[config.mk]
export PLATFORM = sky130hd
export DESIGN_NAME = lector_display_hexadecimal
export DESIGN_NICKNAME = d
export VERILOG_FILES = /design/src/rtl/lector_display_hexadecimal.sv
export SDC_FILE = /design/constraint.sdc
export NUM_CORES = 1
export LEC_CHECK = 0
export CORE_AREA = 8 8 88 90
export DETAILED_ROUTE_END_ITERATION = 8
export DIE_AREA = 0 0 96 98
export GPL_ROUTABILITY_DRIVEN = 0
export PLACE_DENSITY = 0.64
export SLEW_MARGIN = 20
export SYNTH_ARGS = -nofsm -noshare
export SYNTH_HDL_FRONTEND = slang
export SYNTH_SLANG_ARGS = --single-unit
[constraint.sdc]
create_clock -name clk -period 3.1 [get_ports clk]
set_input_delay 0.62 -clock clk [delete_from_list [all_inputs] [get_ports clk]]
set_output_delay 0.62 -clock clk [all_outputs]
set_load 0.01 [all_outputs]
[src/rtl/lector_display_hexadecimal.sv]
// Seven-segment bus reader: samples the multiplexed digit-select/segment lines,
// waits for each digit's pattern to settle, maps it back to its nibble and
// assembles a full word with a one-cycle valid pulse once every digit is seen.
module lector_display_hexadecimal #(
  parameter int N_DIGITOS = 4,
  parameter int ESTABLE   = 4
) (
  input  logic                     clk,
  input  logic                     rst,
  input  logic [N_DIGITOS-1:0]     Anodo,
  input  logic [6:0]               Hexadecimal,
  output logic [4*N_DIGITOS-1:0]   Valor,
  output logic                     Valido,
  output logic                     Error,
  output logic [N_DIGITOS-1:0]     Capturados
);

  localparam int SW = N_DIGITOS + 7;
  localparam int IW = (N_DIGITOS > 1) ? $clog2(N_DIGITOS) : 1;
  localparam logic [3:0] EST = 4'(ESTABLE);

  typedef enum logic [1:0] {ESPERA, ESTABILIZANDO, CAPTURADO} estado_t;

  estado_t                 estado_q, estado_d;
  logic [SW-1:0]           s_q, s_d;      // current sample {Anodo,Hexadecimal}
  logic [SW-1:0]           p_q, p_d;      // previous sample, stability reference
  logic [3:0]              c_q, c_d;      // consecutive-identical-sample count
  logic [4*N_DIGITOS-1:0]  valor_q, valor_d;
  logic                    valido_q, valido_d;
  logic                    error_q, error_d;
  logic [N_DIGITOS-1:0]    capt_q, capt_d;

  logic [N_DIGITOS-1:0]    anodo_s;
  logic [6:0]              seg_s;
  logic                    one_hot;
  logic [IW-1:0]           idx;
  logic                    legal;
  logic [3:0]              nib;
  logic                    captura;
  logic [N_DIGITOS-1:0]    capt_n;

  assign anodo_s = s_q[SW-1:7];
  assign seg_s   = s_q[6:0];

  // Segment pattern back to nibble; anything outside the 16 glyphs is illegal.
  always_comb begin
    legal = 1'b1;
    nib   = 4'h0;
    case (seg_s)
      7'h3F: nib = 4'h0;
      7'h06: nib = 4'h1;
      7'h5B: nib = 4'h2;
      7'h4F: nib = 4'h3;
      7'h66: nib = 4'h4;
      7'h6D: nib = 4'h5;
      7'h7D: nib = 4'h6;
      7'h07: nib = 4'h7;
      7'h7F: nib = 4'h8;
      7'h6F: nib = 4'h9;
      7'h77: nib = 4'hA;
      7'h7C: nib = 4'hB;
      7'h39: nib = 4'hC;
      7'h5E: nib = 4'hD;
      7'h79: nib = 4'hE;
      7'h71: nib = 4'hF;
      default: legal = 1'b0;
    endcase
  end

  // One-hot detection of the sampled select and the index of its set bit.
  always_comb begin
    one_hot = (anodo_s != '0) && ((anodo_s & (anodo_s - 1'b1)) == '0);
    idx     = '0;
    for (int i = 0; i < N_DIGITOS; i++)
      if (anodo_s[i]) idx = IW'(i);
  end

  // Stability counter, state and capture/frame assembly.
  always_comb begin
    s_d      = {Anodo, Hexadecimal};
    p_d      = s_q;
    c_d      = c_q;
    valor_d  = valor_q;
    valido_d = 1'b0;
    error_d  = 1'b0;
    capt_d   = capt_q;
    capt_n   = capt_q;

    if (!one_hot)
      c_d = 4'd0;
    else if (s_q != p_q)
      c_d = 4'd1;
    else if (c_q < EST)
      c_d = c_q + 4'd1;

    if (!one_hot)
      estado_d = ESPERA;
    else if (c_d == EST)
      estado_d = CAPTURADO;
    else
      estado_d = ESTABILIZANDO;

    // Capture only on entry to CAPTURADO; holding the same sample does nothing.
    captura = (estado_d == CAPTURADO) && (estado_q != CAPTURADO);

    if (captura) begin
      if (legal) begin
        valor_d[4*idx +: 4] = nib;
        capt_n[idx]         = 1'b1;
        if (&capt_n) begin
          valido_d = 1'b1;
          capt_d   = '0;
        end else begin
          capt_d = capt_n;
        end
      end else begin
        error_d     = 1'b1;
        capt_d[idx] = 1'b0;
      end
    end
  end

  // State register with synchronous reset.
  always_ff @(posedge clk) begin
    if (rst) begin
      estado_q <= ESPERA;
      s_q      <= '0;
      p_q      <= '0;
      c_q      <= 4'd0;
      valor_q  <= '0;
      valido_q <= 1'b0;
      error_q  <= 1'b0;
      capt_q   <= '0;
    end else begin
      estado_q <= estado_d;
      s_q      <= s_d;
      p_q      <= p_d;
      c_q      <= c_d;
      valor_q  <= valor_d;
      valido_q <= valido_d;
      error_q  <= error_d;
      capt_q   <= capt_d;
    end
  end

  assign Valor      = valor_q;
  assign Valido     = valido_q;
  assign Error      = error_q;
  assign Capturados = capt_q;

endmodule

==> results of run 1 <==
==> area by class of cell <==
| type | instances | area [sq um] |
|---|---|---|
| well taps | 80 | 100 |
| flip-flops and latches | 50 | 1000 |
| clock inverters | 1 | 5.00 |
| clock buffers | 7 | 86.3 |
| repair buffers | 36 | 368 |
| inverters | 7 | 26.3 |
| multi-input cells | 187 | 1350 |
| fillers | 653 | 3550 |
==> metal layers <==
layer,up-vias,wire (um),GRT usage
met5,-,0,0
met1,866,2490,0.153
met3,4,206,0.0269
met4,0,66,0.0426
met2,42,2310,0.169
li1,944,-,-
==> worst max-delay path, delay by kind of cell, from the launching register on <==
kind,cells,cell delay (ps)
muxes,1,170
and+or+nand+nor,4,1390
DFF,1,680
xor gates and xnor gates,1,180
==> sequential cells by signal, summed over array words and instances, names as in the netlist <==
| name | count |
|---|---|
| Valor | 16 |
| p_d | 11 |
| p_q | 11 |
| Capturados | 4 |
| c_q | 4 |
| estado_q | 2 |
| Error | 1 |
| Valido | 1 |
==> metrics by stage <==
step	cells	instance area (sq um)	hold WS, ps
3_3_place_gp	360	2850	466
6_report	368	2940	481
5_1_grt	368	2940	514
4_1_cts	368	2940	488
2_1_floorplan	260	2460	454
3_5_place_dp	360	2850	468
==> placed cells by master, fill, tap and decap left out, types with 2 or more instances in the layout <==
cell,netlist,final
sky130_fd_sc_hd__a211oi_2,4,4
sky130_fd_sc_hd__a21oi_1,11,11
sky130_fd_sc_hd__and3_1,3,3
sky130_fd_sc_hd__clkbuf_8,0,6
sky130_fd_sc_hd__clkdlybuf4s50_1,0,34
sky130_fd_sc_hd__dfxtp_1,50,50
sky130_fd_sc_hd__ha_1,9,9
sky130_fd_sc_hd__inv_1,6,6
sky130_fd_sc_hd__mux2_2,4,4
sky130_fd_sc_hd__mux2i_1,16,16
sky130_fd_sc_hd__nand2_1,19,19
sky130_fd_sc_hd__nand2b_1,19,19
sky130_fd_sc_hd__nand3_1,9,9
sky130_fd_sc_hd__nand3_2,4,4
sky130_fd_sc_hd__nand4_1,5,5
sky130_fd_sc_hd__nor2_1,9,9
sky130_fd_sc_hd__nor2b_1,23,23
sky130_fd_sc_hd__nor3_1,2,2
sky130_fd_sc_hd__nor3b_1,2,2
sky130_fd_sc_hd__nor4b_1,2,2
sky130_fd_sc_hd__o211ai_1,3,3
sky130_fd_sc_hd__o21ai_0,3,3
sky130_fd_sc_hd__o22ai_1,6,6
sky130_fd_sc_hd__xnor2_1,12,12
sky130_fd_sc_hd__xor2_1,3,3
==> how the worst max path moves through the flow <==
stage / to / slack, ps
floorplan: Capturados[0] / 1080
global placement: Valor[6] / 690
CTS: Valor[7] / 600
detailed placement: Valor[7] / 610
global route: Valor[8] / 320
finish: Valor[11] / 580
==> power breakdown <==
part / internal [mW] / total [mW] / switching [mW] / leakage (nW)
logic: 0.0622 / 0.119 / 0.0564 / 0.651
clock network: 0.181 / 0.386 / 0.205 / 0.0482
registers: 0.658 / 0.683 / 0.0256 / 0.408
==> cell families after synthesis <==
logic type | after synthesis | synth area share
compound gates | 38 | 0.119
xor+xnor | 15 | 0.0534
buf+inv | 23 | 0.0432
fa+ha+maj | 9 | 0.0458
flops | 50 | 0.407
mux | 20 | 0.0834
simple gates | 105 | 0.249
==> impl_metrics.sql, run 1 <==
INSERT INTO impl_metrics (metric_group, metric, value, unit) VALUES
('drt', 'antenna_violating_nets_post_route', '0', ''),
('synthesis', 'synth-seq-area-share', '0.407', ''),
('drt', 'number_of_vias_after_detailed_routing', '1856', ''),
('hold_path', 'timing.hold.worst.start', 'Valor[5]', ''),
('die', 'floorplan.initialDensity', '0.379', ''),
('drt', 'detail_route.drc_violations', '0', ''),
('synthesis', 'mean_syn_cell_area', '9.47', 'sq um'),
('synthesis', 'synth.distinct_cells', '48', ''),
('synthesis', 'synth_area_leader_cell', 'sky130_fd_sc_hd__dfxtp_1', ''),
('die', 'num_io_pins', '35', ''),
('global_route', 'largest_net_degree_at_the_start_of_global_routing', '47', ''),
('run', 'max_cap_viol_count', '0', ''),
('clocking', 'cts_sinks', '50', ''),
('worst_setup_path', 'critical_path.cell_chain', 'xnor2_1, nand4_1, nor3_1, and3_1, nand3_2, mux2i_1', ''),
('drt', 'number_of_drc_markers_after_the_initial_detailed_route_iteration', '78', ''),
('sta', 'finalMaxSlewViolations', '0', ''),
('sta', 'fin_crit_sh', '0.814', ''),
('sta', 'finClkSkew', '14.2', 'ps'),
('die', 'rows', '30', ''),
('worst_setup_path', 'worstPathMaxFanout', '16', ''),
('die', 'floorplan.core_area', '6490', 'sq um'),
('synthesis', 'synthFlopType', 'sky130_fd_sc_hd__dfxtp_1', ''),
('power_and_ir_drop', 'cellPowerDensity', '404', 'nW/um^2'),
('global_route', 'grt_first_pass_wirelength', '8710', 'um'),
('drt', 'post_drt_wl_per_cell', '13.8', 'um'),
('worst_setup_path', 'kind_of_critical_path', 'reg2reg', ''),
('sta', 'grt_setup_unrepaired', 'no', ''),
('worst_setup_path', 'regToRegSetupSlack', '580', 'ps'),
('clocking', 'cts-htree-levels', '2', ''),
('power_and_ir_drop', 'total_power', '1.19', 'mW'),
('clocking', 'cts_tree', 'done', ''),
('placement', 'io_buffers', '34', ''),
('clocking', 'max_clock_buf_depth', '2', ''),
('die', 'dieHeight', '98', 'um'),
('drt', 'drt-vias-per-instance', '5.04', ''),
('die', 'die_w', '96', 'um'),
('synthesis', 'synth_fp_nets', '282', ''),
('worst_setup_path', 'worst_endpoint_data_arrival_time', '2720', 'ps'),
('sta', 'hold_viol', '0', ''),
('worst_setup_path', 'cpPeakStageDelay', '680', 'ps'),
('worst_setup_path', 'crit_slowest_cell', 'sky130_fd_sc_hd__dfxtp_1', ''),
('clocking', 'cts_hold_repair.buffers', '0', ''),
('finish', 'diodes', '0', ''),
('worst_setup_path', 'worst-endpoint-required', '3290', 'ps'),
('power_and_ir_drop', 'peakVddDrop', '0.148', 'mV'),
('die', 'die-area', '9410', 'sq um'),
('outcome', 'status', 'complete, no violations', ''),
('clocking', 'cts-root-buf', 'sky130_fd_sc_hd__clkbuf_8', ''),
('global_route', 'track_usage', '0.114', ''),
('synthesis', 'post_synthesis_instance_total', '260', ''),
('worst_setup_path', 'r2r.worst_path.cells', '6', ''),
('synthesis', 'ys.warnings.count', '0', ''),
('synthesis', 'ys_async_sr_fraction', '0', ''),
('clocking', 'clk_transition_reported_paths', '100', 'ps'),
('sta', 'setup_violations', '0', ''),
('clocking', 'cts_post_setup_buffers_inserted', '0', ''),
('worst_setup_path', 'worst_r2r_startpoint', 'p_d[4]', ''),
('placement', 'dp_slack', '612', 'ps'),
('finish', 'fin_util', '0.453', ''),
('synthesis', 'post-synth-top-count-cell', 'sky130_fd_sc_hd__dfxtp_1', ''),
('worst_setup_path', 'cp-start-kind', 'register', ''),
('drt', 'routed_wl', '5070', 'um'),
('synthesis', 'synth.ff_latch_count', '50', ''),
('clocking', 'cts_inserted_buffers', '5', ''),
('synthesis', 'yosysTopAreaCellShare', '0.407', ''),
('clocking', 'post_cts_resize_count', '0', ''),
('sta', 'timing.final.ws_setup', '576', 'ps'),
('worst_setup_path', 'element_type_at_the_critical_path_end', 'register', ''),
('hold_path', 'cell_depth_of_the_worst_min_delay_path', '2', ''),
('hold_path', 'min_path_type', 'reg2reg', ''),
('sta', 'tightest_slew', '710', 'ps');
(Power assumes the default switching activity.)
==> run 2, diff against run 1 <==
--- a/config.mk
+++ b/config.mk
@@ -9,7 +9,7 @@
 export DETAILED_ROUTE_END_ITERATION = 8
 export DIE_AREA = 0 0 96 98
 export GPL_ROUTABILITY_DRIVEN = 0
-export PLACE_DENSITY = 0.64
+export PLACE_DENSITY = 0.67
 export SLEW_MARGIN = 20
 export SYNTH_ARGS = -nofsm -noshare
 export SYNTH_HDL_FRONTEND = slang
==> constraint.sdc (replaced) <==
create_clock -name clk -period 2.1 [get_ports clk]
set_input_delay 0.42 -clock clk [delete_from_list [all_inputs] [get_ports clk]]
set_output_delay 0.42 -clock clk [all_outputs]
set_load 0.01 [all_outputs]
==> impl_metrics.sql, run 2 (synthesis gave the netlist of run 1 again) <==
INSERT INTO impl_metrics (metric_group, metric, value, unit) VALUES
('clocking', 'cts-htree-levels', '2', ''),
('finish', 'diodes', '0', ''),
('drt', 'antenna_violating_nets_post_route', '0', ''),
('finish', 'largest_register_ff_count', '16', ''),
('die', 'rows', '30', ''),
('global_route', 'largest_net_degree_at_the_start_of_global_routing', '24', ''),
('drt', 'number_of_drc_markers_after_the_initial_detailed_route_iteration', '53', ''),
('placement', 'io_buffers', '34', ''),
('sta', 'finalSetupTns', '0', 'ps'),
('global_route', 'track_usage', '0.114', ''),
('drt', 'detail_route.drc_violations', '0', ''),
('sta', 'timing.final.ws_setup', '138', 'ps'),
('global_route', 'grt-ovfl-total', '0', ''),
('clocking', 'cts_hold_repair.buffers', '0', ''),
('drt', 'routed_wl', '5160', 'um'),
('worst_setup_path', 'cp-start-kind', 'register', ''),
('finish', 'final_design_area_no_fill', '3130', 'sq um'),
('drt', 'post_drt_wl_per_cell', '13.4', 'um'),
('sta', 'slew_headroom', '0.744', ''),
('worst_setup_path', 'worstPathMaxFanout', '9', ''),
('finish', 'final_cell_mix', '45 x sky130_fd_sc_hd__dfxtp_1, 34 x sky130_fd_sc_hd__clkdlybuf4s50_1, 23 x sky130_fd_sc_hd__nor2b_1', ''),
('sta', 'grt_setup_unrepaired', 'no', ''),
('clocking', 'cts_tree', 'done', ''),
('drt', 'drt-vias-per-instance', '5.01', ''),
('placement', 'dp_hpwl', '3810', 'um'),
('outcome', 'status', 'complete, no violations', ''),
('die', 'die-area', '9410', 'sq um'),
('global_route', 'grt_first_pass_wirelength', '8740', 'um'),
('worst_setup_path', 'kind_of_critical_path', 'reg2reg', ''),
('clocking', 'cts_inserted_buffers', '5', ''),
('worst_setup_path', 'element_type_at_the_critical_path_end', 'register', ''),
('clocking', 'clk_transition_reported_paths', '90', 'ps'),
('finish', 'mostFrequentLayoutCell', 'sky130_fd_sc_hd__dfxtp_1', ''),
('power_and_ir_drop', 'p_leak', '1.21', 'nW'),
('die', 'floorplan.initialDensity', '0.379', ''),
('power_and_ir_drop', 'peakVddDrop', '0.357', 'mV'),
('die', 'floorplan.core_area', '6490', 'sq um'),
('clocking', 'cts_sinks', '50', ''),
('finish', 'area_delta_synth_final', '27.1', '%'),
('sta', 'period_minus_slack', '1960', 'ps'),
('worst_setup_path', 'worst-endpoint-required', '2330', 'ps'),
('power_and_ir_drop', 'total_power', '2.03', 'mW'),
('power_and_ir_drop', 'cellPowerDensity', '648', 'nW/um^2'),
('run', 'max_cap_viol_count', '0', ''),
('clocking', 'cts-root-buf', 'sky130_fd_sc_hd__clkbuf_8', ''),
('die', 'die_w', '96', 'um'),
('placement', 'post_dp_cell_area', '2970', 'sq um'),
('hold_path', 'min_path_type', 'reg2reg', ''),
('sta', 'finalMaxSlewViolations', '0', ''),
('sta', 'maxClockFrequency', '510', 'MHz'),
('die', 'dieHeight', '98', 'um'),
('sta', 'setup_violations', '0', ''),
('finish', 'drive_above_1_share', '0.168', ''),
('finish', 'nNetsFinal', '325', ''),
('global_route', 'grt_pass1_vias', '1941', ''),
('clocking', 'max_clock_buf_depth', '2', ''),
('drt', 'detailedRoute.firstPassIterationCount', '4', ''),
('clocking', 'clk_latency', '300', 'ps'),
('finish', 'final-instance-count-excl-fill', '384', ''),
('sta', 'finClkSkew', '11.0', 'ps'),
('sta', 'fin_crit_sh', '0.934', ''),
('die', 'num_io_pins', '35', ''),
('sta', 'hold_viol', '0', ''),
('worst_setup_path', 'worst_endpoint_data_arrival_time', '2190', 'ps'),
('drt', 'number_of_vias_after_detailed_routing', '1922', ''),
('placement', 'dp_slack', '42.5', 'ps'),
('sta', 'tightest_slew', '384', 'ps'),
('placement', 'dp_cells', '376', ''),
('global_route', 'number_of_antenna_violations_at_the_first_check_in_global_routing', '0', '');
-- run 2: changes by cell type in the layout (fill, tap and decap cells not counted), sizes merged --
cell,before,now
buf,2,18
bufinv,0,2
clkbuf,7,6
clkinv,1,0
-- run 2: power by group --
| group | internal (mW) | switching [mW] | total, mW |
|---|---|---|---|
| clock | 0.508 | 0.315 | 0.823 |
| sequential | 0.972 | 0.0337 | 1.01 |
| combinational | 0.107 | 0.0917 | 0.198 |
| total | 1.59 | 0.441 | 2.03 |
-- run 2: worst paths after layout --
check | to | depth (start not counted) | start | slack (ps)
setup / recovery | Capturados[2] | 6 | p_d[6] | 140
hold / removal | Valor[7] | 2 | Valor[7] | 480
setup reg to reg | Capturados[2] | 6 | p_d[6] | 140
hold reg to reg | Valor[7] | 2 | Valor[7] | 480
-- run 2: final cells by class --
class / instances / area, sq um
fill: 633 / 3360
inverter: 7 / 26.3
clock inverter: 2 / 60.1
tap: 80 / 100
timing repair buffer: 52 / 488
multi-input combinational: 187 / 1370
clock buffer: 6 / 82.6
sequential: 50 / 1010
-- run 2: routing by layer --
metal	up-vias	part of all wire	GRT usage
met4	0	0.014	0.0438
met2	28	0.50	0.192
li1	978	-	-
met3	5	0.035	0.0292
met1	911	0.45	0.133
met5	-	0	0
-- run 2: critical path: stages (launching register included) --
cell	delay (ps)
sky130_fd_sc_hd__dfxtp_1	540
sky130_fd_sc_hd__and2_1	230
sky130_fd_sc_hd__o211ai_1	100
sky130_fd_sc_hd__a31o_2	280
sky130_fd_sc_hd__o2111ai_4	150
sky130_fd_sc_hd__mux2_2	390
sky130_fd_sc_hd__a211oi_2	200
-- run 2: what timing repair did --
item / 4_1_cts / 5_1_grt
endpoints found under the setup margin: 0 / 20
buffers inserted: 0 / 0
resized for setup: 0 / 8
-- run 2: stage by stage --
| step | hold WS [ps] | utilization |
|---|---|---|
| 2_1_floorplan | 454 | - |
| 3_3_place_gp | 468 | 0.457 |
| 3_5_place_dp | 471 | 0.457 |
| 4_1_cts | 487 | 0.479 |
| 5_1_grt | 505 | 0.482 |
| 6_report | 480 | 0.482 |
==> run 3, diff against run 2 <==
==> constraint.sdc (replaced) <==
create_clock -name clk -period 1.8 [get_ports clk]
set_input_delay 0.36 -clock clk [delete_from_list [all_inputs] [get_ports clk]]
set_output_delay 0.36 -clock clk [all_outputs]
set_load 0.01 [all_outputs]
==> impl_metrics.sql, run 3 (synthesis gave the netlist of run 1 again) <==
INSERT INTO impl_metrics (metric_group, metric, value, unit) VALUES
('drt', 'post_drt_wl_per_cell', '13.7', 'um'),
('global_route', 'number_of_antenna_violations_at_the_first_check_in_global_routing', '0', ''),
('clocking', 'cts_tree', 'done', ''),
('drt', 'antenna_violating_nets_post_route', '0', ''),
('worst_setup_path', 'crit_slowest_cell', 'sky130_fd_sc_hd__dfxtp_2', ''),
('die', 'die_w', '96', 'um'),
('finish', 'diodes', '0', ''),
('sta', 'tightest_slew', '350', 'ps'),
('die', 'num_io_pins', '35', ''),
('worst_setup_path', 'regToRegSetupSlack', '0.5', 'ps'),
('worst_setup_path', 'r2r.worst_path.cells', '7', ''),
('sta', 'hold_viol', '0', ''),
('clocking', 'clk_transition_reported_paths', '100', 'ps'),
('worst_setup_path', 'worstReg2RegEnd', 'Capturados[0]', ''),
('clocking', 'max_clock_buf_depth', '2', ''),
('hold_path', 'min_path_type', 'reg2reg', ''),
('global_route', 'largest_net_degree_at_the_start_of_global_routing', '20', ''),
('clocking', 'clk_latency', '310', 'ps'),
('die', 'dieHeight', '98', 'um'),
('power_and_ir_drop', 'cellPowerDensity', '643', 'nW/um^2'),
('power_and_ir_drop', 'clock_power_share', '0.350', ''),
('power_and_ir_drop', 'share_comb_of_total_power', '0.144', ''),
('worst_setup_path', 'critical_path.cell_chain', 'buf_6, nor4b_4, a41o_1, nand3_2, o2111ai_4, mux2_4, a211oi_2', ''),
('finish', 'area_delta_synth_final', '45.3', '%'),
('hold_path', 'hold_path_end', 'Valor[11]', ''),
('global_route', 'grt_first_pass_wirelength', '9630', 'um'),
('die', 'floorplan.core_area', '6490', 'sq um'),
('clocking', 'cts_inserted_buffers', '5', ''),
('worst_setup_path', 'cpPeakStageDelay', '350', 'ps'),
('global_route', 'grt-ovfl-total', '0', ''),
('power_and_ir_drop', 'seqPwrFrac', '0.506', ''),
('clocking', 'cts_sinks', '50', ''),
('placement', 'io_buffers', '34', ''),
('power_and_ir_drop', 'switching_power', '567', 'uW'),
('die', 'die-area', '9410', 'sq um'),
('power_and_ir_drop', 'peakVddDrop', '0.353', 'mV'),
('die', 'rows', '30', ''),
('worst_setup_path', 'worst-endpoint-required', '2040', 'ps'),
('drt', 'detail_route.drc_violations', '0', ''),
('hold_path', 'cell_depth_of_the_worst_min_delay_path', '2', ''),
('global_route', 'grt_pass1_vias', '2105', ''),
('sta', 'maxClockFrequency', '556', 'MHz'),
('global_route', 'track_usage', '0.126', ''),
('finish', 'fill_cells', '596', ''),
('sta', 'period_minus_slack', '1800', 'ps'),
('finish', 'final_cell_mix', '53 x sky130_fd_sc_hd__buf_4, 41 x sky130_fd_sc_hd__dfxtp_1, 34 x sky130_fd_sc_hd__clkdlybuf4s50_1', ''),
('sta', 'setup_violations', '0', ''),
('drt', 'routed_wl', '5830', 'um'),
('worst_setup_path', 'worstPathMaxFanout', '5', ''),
('finish', 'mostFrequentLayoutCell', 'sky130_fd_sc_hd__buf_4', ''),
('finish', 'drive_above_1_share', '0.313', ''),
('drt', 'drt-vias-per-instance', '4.92', ''),
('hold_path', 'timing.hold.worst.start', 'Valor[11]', ''),
('placement', 'dp_hpwl', '4100', 'um'),
('sta', 'fin_crit_sh', '1.00', ''),
('finish', 'fin_util', '0.551', ''),
('sta', 'hold_slack', '480', 'ps'),
('sta', 'slew_headroom', '0.767', ''),
('power_and_ir_drop', 'p_leak', '1.43', 'nW'),
('die', 'floorplan.initialDensity', '0.379', ''),
('clocking', 'cts-htree-levels', '2', ''),
('drt', 'number_of_vias_after_detailed_routing', '2093', ''),
('worst_setup_path', 'element_type_at_the_critical_path_end', 'register', ''),
('power_and_ir_drop', 'switching_share', '0.247', ''),
('worst_setup_path', 'cp-start-kind', 'register', ''),
('clocking', 'cts-root-buf', 'sky130_fd_sc_hd__clkbuf_8', ''),
('finish', 'nNetsFinal', '366', ''),
('drt', 'number_of_drc_markers_after_the_initial_detailed_route_iteration', '66', ''),
('outcome', 'status', 'complete, no violations', ''),
('power_and_ir_drop', 'power.internal', '1.73', 'mW'),
('worst_setup_path', 'worst_r2r_startpoint', 'p_d[6]', ''),
('finish', 'largest_register_ff_count', '16', ''),
('worst_setup_path', 'worst_endpoint_data_arrival_time', '2040', 'ps'),
('run', 'max_cap_viol_count', '0', ''),
('worst_setup_path', 'path_buf_inv', '1', ''),
('worst_setup_path', 'crit_path_max_delay_family', 'compound AO/OA/AOI/OAI gates', ''),
('clocking', 'cts_hold_repair.buffers', '0', ''),
('drt', 'detailedRoute.firstPassIterationCount', '5', ''),
('worst_setup_path', 'kind_of_critical_path', 'reg2reg', ''),
('sta', 'finalMaxSlewViolations', '0', ''),
('sta', 'finClkSkew', '11.3', 'ps'),
('sta', 'grt_setup_unrepaired', 'yes', '');
## run 3: worst reg2reg max path: stages, from the launching register on
cell and delay (ps):
sky130_fd_sc_hd__dfxtp_2 350, sky130_fd_sc_hd__buf_6 130, sky130_fd_sc_hd__nor4b_4 280, sky130_fd_sc_hd__a41o_1 140, sky130_fd_sc_hd__nand3_2 120, sky130_fd_sc_hd__o2111ai_4 210
sky130_fd_sc_hd__mux2_4 340, sky130_fd_sc_hd__a211oi_2 160
## run 3: worst max path at each step
stage	slack (ps)	startpoint	end	cells after the start
floorplan	3	p_d[3]	Capturados[0]	7
global placement	-140	p_d[4]	Valor[5]	7
detailed placement	-210	p_d[4]	Valor[7]	7
CTS	-30	p_d[5]	Capturados[0]	6
global route	-110	p_d[6]	Valor[1]	8
finish	0.5	p_d[6]	Capturados[0]	7
## run 3: timing repair
| action | CTS | global route |
|---|---|---|
| resized for setup | 19 | 10 |
| buffers inserted | 5 | 2 |
| endpoints found under the setup margin | 21 | 21 |
| gates cloned | 1 | 2 |
| hold endpoints to repair | 0 | 0 |
| pin swaps | 11 | 10 |
## run 3: power by group through the flow
| stage | logic [mW] | clock network (mW) | registers (mW) |
|---|---|---|---|
| floorplan | 0.181 | 0 | 1.18 |
| global placement | 0.293 | 0 | 1.19 |
| detailed placement | 0.295 | 0 | 1.19 |
| CTS | 0.317 | 0.832 | 1.16 |
| global route | 0.362 | 0.873 | 1.17 |
| finish | 0.331 | 0.804 | 1.16 |
## run 3: cell type report
class | instances | area [sq um] | area share
clock buffers | 5 | 68.8 | 0.0192
clock inverters | 3 | 45.0 | 0.0126
inverters | 7 | 26.3 | 0.00735
multi-input cells | 188 | 1500 | 0.420
flip-flops and latches | 50 | 1020 | 0.286
well taps | 80 | 100 | 0.0280
repair buffers | 92 | 811 | 0.227
## run 3: per-stage QoR
stage / worst slack, ps / area, sq um / TNS (ps) / power [mW] / std cells
global placement: -142 / 3240 / -1980 / 1.48 / 407
CTS: -25.3 / 3470 / -155 / 2.31 / 421
global route: -109 / 3580 / -1880 / 2.40 / 425
floorplan: 2.87 / 2520 / 0 / 1.36 / 260
finish: 0.460 / 3580 / 0 / 2.30 / 425
detailed placement: -210 / 3240 / -3240 / 1.49 / 407
## run 3: layer usage
metal | vias up | part of all wire | global-route usage | wire (um)
li1 | 1069 | - | - | -
met1 | 986 | 0.48 | 0.155 | 2780
met2 | 32 | 0.48 | 0.207 | 2780
met3 | 6 | 0.035 | 0.0292 | 204
met4 | 0 | 0.012 | 0.0391 | 72
met5 | - | 0 | 0 | 0
